===== src/rtl/bcd_conv_pkg.sv =====
// Shared types, widths and the nibble-correction helper for the shared
// double-dabble binary-to-BCD converter.
package bcd_conv_pkg;

  typedef enum logic [1:0] {
    IDLE  = 2'd0,
    SHIFT = 2'd1,
    DONE  = 2'd2
  } state_e;

  localparam int BIN_W = 8;
  localparam int BCD_W = 10;
  localparam int SCR_W = 18;
  localparam int STEPS = 8;
  localparam logic [2:0] LAST_STEP = 3'(STEPS - 1);

  function automatic logic [3:0] add3_if_ge5(input logic [3:0] nibble);
    logic [3:0] res;
    if (nibble >= 4'd5) begin
      res = nibble + 4'd3;
    end else begin
      res = nibble;
    end
    return res;
  endfunction

endpackage


===== src/rtl/bcd_conv_arbiter_if.sv =====
// Request/result bundle between the requesters and the shared BCD converter.
interface bcd_conv_arbiter_if;
  import bcd_conv_pkg::*;

  logic [1:0]       req;
  logic [BIN_W-1:0] bin_in0;
  logic [BIN_W-1:0] bin_in1;
  logic [1:0]       ack;
  logic [1:0]       done;
  logic [BCD_W-1:0] bcd_out;
  logic             busy;

  modport master (output req, bin_in0, bin_in1, input ack, done, bcd_out, busy);
  modport slave  (input req, bin_in0, bin_in1, output ack, done, bcd_out, busy);
endinterface


===== src/rtl/dd_step.sv =====
// One double-dabble iteration on the {bcd[9:0], bin[7:0]} scratch:
// correct ones and tens nibbles, then shift the whole word left by one.
module dd_step
  import bcd_conv_pkg::*;
(
  input  logic [SCR_W-1:0] scr_i,
  output logic [SCR_W-1:0] scr_o
);

  logic [3:0] ones_s;
  logic [3:0] tens_s;
  // The hundreds MSB leaves on the shift; it is never set before the last step.
  logic       hund_msb_unused_s;

  assign hund_msb_unused_s = scr_i[SCR_W-1];

  // Nibble corrections followed by the left shift.
  always_comb begin
    ones_s = add3_if_ge5(scr_i[11:8]);
    tens_s = add3_if_ge5(scr_i[15:12]);
    scr_o  = {scr_i[16], tens_s, ones_s, scr_i[7:0], 1'b0};
  end

endmodule


===== src/rtl/bcd_conv_arbiter.sv =====
// Two-requester round-robin front end around one iterative 8-bit
// binary-to-BCD engine: capture, eight shift steps, one-cycle done pulse.
module bcd_conv_arbiter
  import bcd_conv_pkg::*;
(
  input  logic                clk,
  input  logic                rst_n,
  bcd_conv_arbiter_if.slave   bus
);

  state_e           state_q, state_d;
  logic [SCR_W-1:0] scr_q, scr_d, step_s;
  logic [2:0]       step_cnt_q, step_cnt_d;
  logic             last_grant_q, last_grant_d;
  logic             grant_s;
  logic [BIN_W-1:0] bin_sel_s;
  logic [1:0]       ack_q, ack_d;
  logic [1:0]       done_q, done_d;
  logic [BCD_W-1:0] bcd_out_q, bcd_out_d;
  logic             busy_q, busy_d;

  dd_step u_dd_step (
    .scr_i (scr_q),
    .scr_o (step_s)
  );

  // Round-robin pick: a lone request wins, a tie goes to the one not served last.
  always_comb begin
    case (bus.req)
      2'b01:   grant_s = 1'b0;
      2'b10:   grant_s = 1'b1;
      2'b11:   grant_s = ~last_grant_q;
      default: grant_s = 1'b0;
    endcase
    if (grant_s) begin
      bin_sel_s = bus.bin_in1;
    end else begin
      bin_sel_s = bus.bin_in0;
    end
  end

  // State register.
  always_ff @(posedge clk or negedge rst_n) begin
    if (!rst_n) begin
      state_q <= IDLE;
    end else begin
      state_q <= state_d;
    end
  end

  // Next-state logic.
  always_comb begin
    state_d = state_q;
    case (state_q)
      IDLE: begin
        if (bus.req != 2'b00) begin
          state_d = SHIFT;
        end else begin
          state_d = IDLE;
        end
      end
      SHIFT: begin
        if (step_cnt_q == LAST_STEP) begin
          state_d = DONE;
        end else begin
          state_d = SHIFT;
        end
      end
      DONE:    state_d = IDLE;
      default: state_d = IDLE;
    endcase
  end

  // Datapath and output next values per state.
  always_comb begin
    scr_d        = scr_q;
    step_cnt_d   = step_cnt_q;
    last_grant_d = last_grant_q;
    ack_d        = 2'b00;
    done_d       = 2'b00;
    bcd_out_d    = bcd_out_q;
    case (state_q)
      IDLE: begin
        if (bus.req != 2'b00) begin
          scr_d        = {{BCD_W{1'b0}}, bin_sel_s};
          step_cnt_d   = 3'd0;
          last_grant_d = grant_s;
          ack_d        = grant_s ? 2'b10 : 2'b01;
        end else begin
          scr_d = scr_q;
        end
      end
      SHIFT: begin
        scr_d      = step_s;
        step_cnt_d = step_cnt_q + 3'd1;
        if (step_cnt_q == LAST_STEP) begin
          bcd_out_d = step_s[SCR_W-1:BIN_W];
          done_d    = last_grant_q ? 2'b10 : 2'b01;
        end else begin
          done_d = 2'b00;
        end
      end
      DONE:    done_d = 2'b00;
      default: done_d = 2'b00;
    endcase
    busy_d = (state_d != IDLE);
  end

  // Datapath and output registers.
  always_ff @(posedge clk or negedge rst_n) begin
    if (!rst_n) begin
      scr_q        <= {SCR_W{1'b0}};
      step_cnt_q   <= 3'd0;
      last_grant_q <= 1'b1;
      ack_q        <= 2'b00;
      done_q       <= 2'b00;
      bcd_out_q    <= {BCD_W{1'b0}};
      busy_q       <= 1'b0;
    end else begin
      scr_q        <= scr_d;
      step_cnt_q   <= step_cnt_d;
      last_grant_q <= last_grant_d;
      ack_q        <= ack_d;
      done_q       <= done_d;
      bcd_out_q    <= bcd_out_d;
      busy_q       <= busy_d;
    end
  end

  assign bus.ack     = ack_q;
  assign bus.done    = done_q;
  assign bus.bcd_out = bcd_out_q;
  assign bus.busy    = busy_q;

endmodule


===== src/flat_wrapper.sv =====
// flat-port wrapper written by rule: the top's interface ports become plain ports
module bcd_conv_arbiter_flat import bcd_conv_pkg::*;
  (clk, rst_n, bus_req, bus_bin_in0, bus_bin_in1, bus_ack, bus_done, bus_bcd_out, bus_busy);
  bcd_conv_arbiter_if bus_i ();
  input  logic clk;
  input  logic rst_n;
  input wire logic [$bits(bus_i.req)-1:0] bus_req;
  input wire logic [$bits(bus_i.bin_in0)-1:0] bus_bin_in0;
  input wire logic [$bits(bus_i.bin_in1)-1:0] bus_bin_in1;
  output wire logic [$bits(bus_i.ack)-1:0] bus_ack;
  output wire logic [$bits(bus_i.done)-1:0] bus_done;
  output wire logic [$bits(bus_i.bcd_out)-1:0] bus_bcd_out;
  output wire logic [$bits(bus_i.busy)-1:0] bus_busy;
  assign bus_i.req = bus_req;
  assign bus_i.bin_in0 = bus_bin_in0;
  assign bus_i.bin_in1 = bus_bin_in1;
  assign bus_ack = bus_i.ack;
  assign bus_done = bus_i.done;
  assign bus_bcd_out = bus_i.bcd_out;
  assign bus_busy = bus_i.busy;
  bcd_conv_arbiter u_core (.clk(clk), .rst_n(rst_n), .bus(bus_i));
endmodule

===== config.mk =====
export PLATFORM = sky130hd
export DESIGN_NAME = bcd_conv_arbiter_flat
export DESIGN_NICKNAME = d
export VERILOG_FILES = /design/src/rtl/bcd_conv_pkg.sv /design/src/rtl/bcd_conv_arbiter_if.sv /design/src/rtl/dd_step.sv /design/src/rtl/bcd_conv_arbiter.sv /design/src/flat_wrapper.sv
export SDC_FILE = /design/constraint.sdc
export NUM_CORES = 1
export LEC_CHECK = 0
export BUFFER_PORTS_ARGS = -buffer_cell sky130_fd_sc_hd__buf_2
export CORE_MARGIN = 4
export CORE_UTILIZATION = 40
export DETAILED_ROUTE_END_ITERATION = 16
export GPL_ROUTABILITY_DRIVEN = 0
export HOLD_SLACK_MARGIN = 0.05
export MAX_ROUTING_LAYER = met4
export PLACE_DENSITY = 0.67
export SYNTH_ARGS = -nofsm -noshare
export SYNTH_HDL_FRONTEND = slang
export SYNTH_SLANG_ARGS = --single-unit

===== constraint.sdc =====
create_clock -name clk -period 2.1 [get_ports clk]
set_clock_uncertainty 0.05 [all_clocks]
set_input_delay 0.42 -clock clk [delete_from_list [all_inputs] [get_ports clk]]
set_output_delay 0.42 -clock clk [all_outputs]
set_load 0.01 [all_outputs]

Word level (Yosys, flattened, before mapping)
Cells that the tools add are included.

Latch bits: 0. Register bits: 38. Memories: 0. Word-level logic and storage cells: 43. ROM bits: 0. Output and inout bits: 15. RAM bits: 0. Input port bits: 20.

Shifts and indexed selects: 0. Equality and inequality tests: 5. Bitwise logic cells: 1. Mux-type cells: 17. Divide/modulo/power cells: 0. Order comparisons: 2. Reductions and logical operators: 7. Multiply operators: 0. Add/sub/neg operators: 3.

Operators with widths (count): $pmux W17 S2 (1); $mux W17 (1); $mux W2 (7); $add A4 B2 Y4 const B (2); $ge A4 B3 Y1 const B (2); $mux W4 (2); $mux W8 (1); $pmux W3 S2 (1); $reduce_and A2 Y1 (3); $reduce_bool A2 Y1 (3); $eq A2 B2 Y1 const B (2); $pmux W2 S2 (1); $add A3 B1 Y3 const B (1); $eq A3 B3 Y1 const B (1); $mux W3 (1); $eq A2 B1 Y1 const B (1); $logic_not A2 Y1 (1); $ne A2 B1 Y1 const B (1); $pmux W1 S2 (1); $mux W1 (1); $not A1 Y1 (1).

Depth between registers and ports, before layout
Depth after elaboration: 5. Depth in mapped cells: 6.

Modules after synthesis
From an unflattened synthesis, not the netlist that was laid out.

Cell total of the unflattened synthesis: 175. Area total of the unflattened synthesis: 1936.9 um^2.

Modules (own cells, without submodules): bcd_conv_arbiter (area each 1655.3 um^2, sequential area each 977.2 um^2, instances 1, cells an instance 132); dd_step (area each 281.5 um^2, sequential area each 0.0 um^2, instances 1, cells an instance 43).

Worst setup path after synthesis
Ideal clock, no wire load.

Path kind: reg2reg. Start point: register u_core.scr_q[12]. End point: register u_core.scr_q[14]. Library setup time: 0.083 ns. Clock period less this slack: 1.576 ns. Slack: 0.524 ns. Data arrival time: 1.443 ns. Cell stages (with the launch flop): 7. Cells stage by stage: dfrtp_1 -> inv_1 -> ha_1 -> nand2b_1 -> a21oi_1 -> mux2_2 -> o21ai_0.

Cells in the longest elaborated chain, start to end: 3. Elaborated cells on any way between the ends: 4. Those cells by class: add/sub (1); order compare (1); mux (2).

Ends and longest elaborated chain: start: declaration (RTL line bcd_conv_arbiter.sv:12) `logic [SCR_W-1:0] scr_q, scr_d, step_s;`; start signal: assignment (RTL line bcd_conv_arbiter.sv:112) `scr_q <= {SCR_W{1'b0}};`; start signal: assignment (RTL line bcd_conv_arbiter.sv:120) `scr_q <= scr_d;`; $add A4 B2 Y4 or $ge A4 B3 Y1 (tied branches) (RTL line bcd_conv_pkg.sv:20, bcd_conv_pkg.sv:19); $mux W4 (*) (RTL line bcd_conv_pkg.sv:19) `if (nibble >= 4'd5) begin`; $pmux W17 S2 (*) (RTL line bcd_conv_arbiter.sv:82) `case (state_q)`.

Every way passes the cells marked *; elsewhere a longest branch is shown, timed or not. A chain may end at the register's enable or synchronous reset.

Final worst setup path
Start point: register u_core.scr_q[12]. End point: register u_core.bcd_out_q[6], in the netlist u_core.bus.bcd_out[6].

Cells in the longest elaborated chain, start to end: 2. Elaborated cells on any way between the ends: 3. Those cells by class: add/sub (1); order compare (1); mux (1).

Ends and longest elaborated chain: $add A4 B2 Y4 or $ge A4 B3 Y1 (tied branches) (RTL line bcd_conv_pkg.sv:20, bcd_conv_pkg.sv:19); $mux W4 (*) (RTL line bcd_conv_pkg.sv:19); end signal: assignment (RTL line bcd_conv_arbiter.sv:117) `bcd_out_q <= {BCD_W{1'b0}};`; end signal: assignment (RTL line bcd_conv_arbiter.sv:125) `bcd_out_q <= bcd_out_d;`; end: declaration (RTL line bcd_conv_arbiter.sv:19) `logic [BCD_W-1:0] bcd_out_q, bcd_out_d;`.

Marks and branches as above.

==> flow_summary.toml <==
[run_status]
outcome = "finished clean"

[setup_path]
cpMaxStageDelayCell = "dfrtp_1"
worst_ep_arrival_time_ns = 1.91
crit_buf_inv = 1
crit_chain = "inv_1, ha_1, nand2b_1, a21oi_1, mux2_2, o21ai_0"
crit_required_ns = 2.26
path_delay_family = "flip-flops"
crit_path_max_incr_delay_ns = 0.40
worstSetupPathType = "reg2reg"
startpoint_type = "register"
endpoint_kind = "register"
path_max_fanout = 5

[synthesis]
synth_warnings = 0
ys_seq_area_share_pct = 55.6
synth_seq_cells = 38
syn_area_mm2 = 0.00171
syn_avg_cell_area_um2 = 10.6
synth.distinct_cells = 30
synth_nets = 187
syn_inst = 161

[floorplan]
die_h_um = 73.4
die_w_um = 73.4
row_count = 23
die_area_mm2 = 0.00539
io_pins = 35
coreArea_mm2 = 0.00406
start_util_pct = 42.2

[finish]
finalNetCount = 225
layout_commonest_cell = "dfrtp_1"
final.fill_count = 368
n_antenna_cell = 0
syn2layout_area_growth_pct = 19.3
multi_input_area_um2 = 688
regArea_um2 = 952
final_util_pct = 50.4
final_cell_mix = "dfrtp_1, buf_2, nand2_1"
drive_above_1_share_pct = 26.5

[clock_tree]
cts_tree = "done"
cts.sinks = 38
h-tree-depth = 2
holdBufCountCts = 0
post-cts-setup-buffer-count = 0
ctsResizeCount = 0
clk_path_buf_depth = 2
clkSlewWorstSetupHoldPaths_ns = 0.07
clkLatencyLatePin_ns = 0.29
clockRootBuffer = "clkbuf_8"
cts_buffers = 5

[timing]
rsz0062_at_grt = "no"
fin_crit_sh_pct = 83.4
final.min_clock_period_ns = 1.75
setup_tns_ns = 0
maxSlewViolCount = 0
setup_viol = 0
tightestPinTransition_ns = 0.472
hold_viol = 0
fmax_mhz = 571
holdWs_ns = 0.107
relSlewSlack_pct = 68.5

[placement]
io_buffers = 34
dp_hpwl_um = 2270

[drt]
wl_um = 3180
antenna_left = 0
drc = 0
drt-vias-per-instance = 4.94
firstDrtPassIters = 4
wl_per_cell_um = 12.7
num_vias = 1234
drt_iter0_drc = 79

[power_and_ir_drop]
power_frac_clock_pct = 20.3
ir_drop_mv = 0.465
leakage_nw = 1.01
switching_power_w = 0.00102
p_comb_share_pct = 37.3
sw_frac_of_total_pct = 36.0
power.density_mw_per_mm2 = 1390
power_frac_seq_pct = 42.3
internal_power_w = 0.00182

[global_route]
grt.total_usage_pct = 14.0
grt_pass1_vias = 1175
grt_overflow = 0
grt_max_degree = 39
grt_pass1_wl_um = 5500
antenna_found_initial = 0

[flow_run]
drv_cap = 0

[worst_hold_path]
min_path_type = "in2async"
## final cells by class
class / instances / share of cell area, %
clock buffers: 8 / 5.39
inverters: 6 / 1.10
flip-flops and latches: 38 / 46.6
repair buffers: 39 / 10.2
well taps: 50 / 3.06
multi-input cells: 109 / 33.7
## power by group through the flow
stage          combinational (W)  clock (W)  sequential [W]
6_report                 0.00106   0.000578         0.00120
5_1_grt                  0.00122   0.000634         0.00125
4_1_cts                  0.00109   0.000602         0.00121
3_5_place_dp             0.00108          0         0.00122
3_3_place_gp             0.00106          0         0.00121
2_1_floorplan           0.000746          0         0.00123
## Yosys cell counts
cell type / count / area (um2)
nand2_1: 21 / 78.8
a31oi_1: 1 / 6.26
inv_1: 6 / 22.5
o22ai_1: 3 / 18.8
o21ai_1: 8 / 40.0
dfstp_2: 1 / 26.3
and3_1: 1 / 6.26
nand2b_1: 2 / 12.5
buf_4: 2 / 15.0
ha_1: 6 / 75.1
mux2_2: 2 / 22.5
and2b_2: 1 / 8.76
xnor2_1: 2 / 17.5
nor2_1: 3 / 11.3
a22oi_1: 7 / 52.6
and2_1: 1 / 6.26
mux2i_1: 8 / 80.1
nor3b_1: 4 / 30.0
buf_2: 4 / 20.0
nand3_1: 5 / 25.0
clkbuf_1: 1 / 3.75
nor3_1: 3 / 15.0
mux2_4: 2 / 30.0
o21ai_0: 19 / 95.1
or2_1: 1 / 6.26
a21oi_1: 7 / 35.0
dfrtp_1: 37 / 926
or2b_1: 1 / 7.51
a21boi_1: 1 / 7.51
buf_6: 1 / 11.3
## metrics by stage
step | total power, W | worst slack [ns] | area (um2) | instances
floorplan | 0.00198 | 0.524 | 1710 | 161
global placement | 0.00227 | 0.422 | 1930 | 242
detailed placement | 0.00231 | 0.371 | 1930 | 242
CTS | 0.00289 | 0.351 | 2040 | 250
global route | 0.00310 | 0.176 | 2040 | 250
finish | 0.00284 | 0.348 | 2040 | 250
## flip-flops by register name, indices dropped and copies added (netlist names)
| signal | cells |
|---|---|
| u_core.last_grant_q | 1 |
| u_core.bus.busy | 1 |
| u_core.state_q | 2 |
| u_core.bus.ack | 2 |
| u_core.scr_q | 17 |
| u_core.step_cnt_q | 3 |
| u_core.bus.bcd_out | 10 |
| u_core.bus.done | 2 |
## metal layers
metal | global-route usage (%) | vias up | part of all wire [%]
met4 | 6.04 | 0 | 1.8
met1 | 17.3 | 558 | 47
met5 | - | - | 0
li1 | - | 636 | -
met3 | 5.75 | 6 | 8.2
met2 | 20.0 | 34 | 43
## cells by family after synthesis
kind of cell	share of synthesized area (%)
compound gates	14.9
xor+xnor	1.02
fa+ha+maj	4.38
buf+inv	4.24
flops	55.6
mux	7.74
simple gates	12.1
## final timing paths
check	startpoint	to	slack (ns)	cells past startpoint
worst max-delay path	u_core.scr_q[12]	u_core.bus.bcd_out[6]	0.35	6
worst min-delay path	rst_n	u_core.bus.bcd_out[5]	0.11	2
worst max register to register	u_core.scr_q[12]	u_core.bus.bcd_out[6]	0.35	6
worst min register to register	u_core.bus.bcd_out[7]	u_core.bus.bcd_out[7]	0.43	2
max in group asynchronous	rst_n	u_core.last_grant_q	1.53	2
min in group clk	bus_req[0]	u_core.last_grant_q	0.28	2
(Power assumes the default switching activity.)
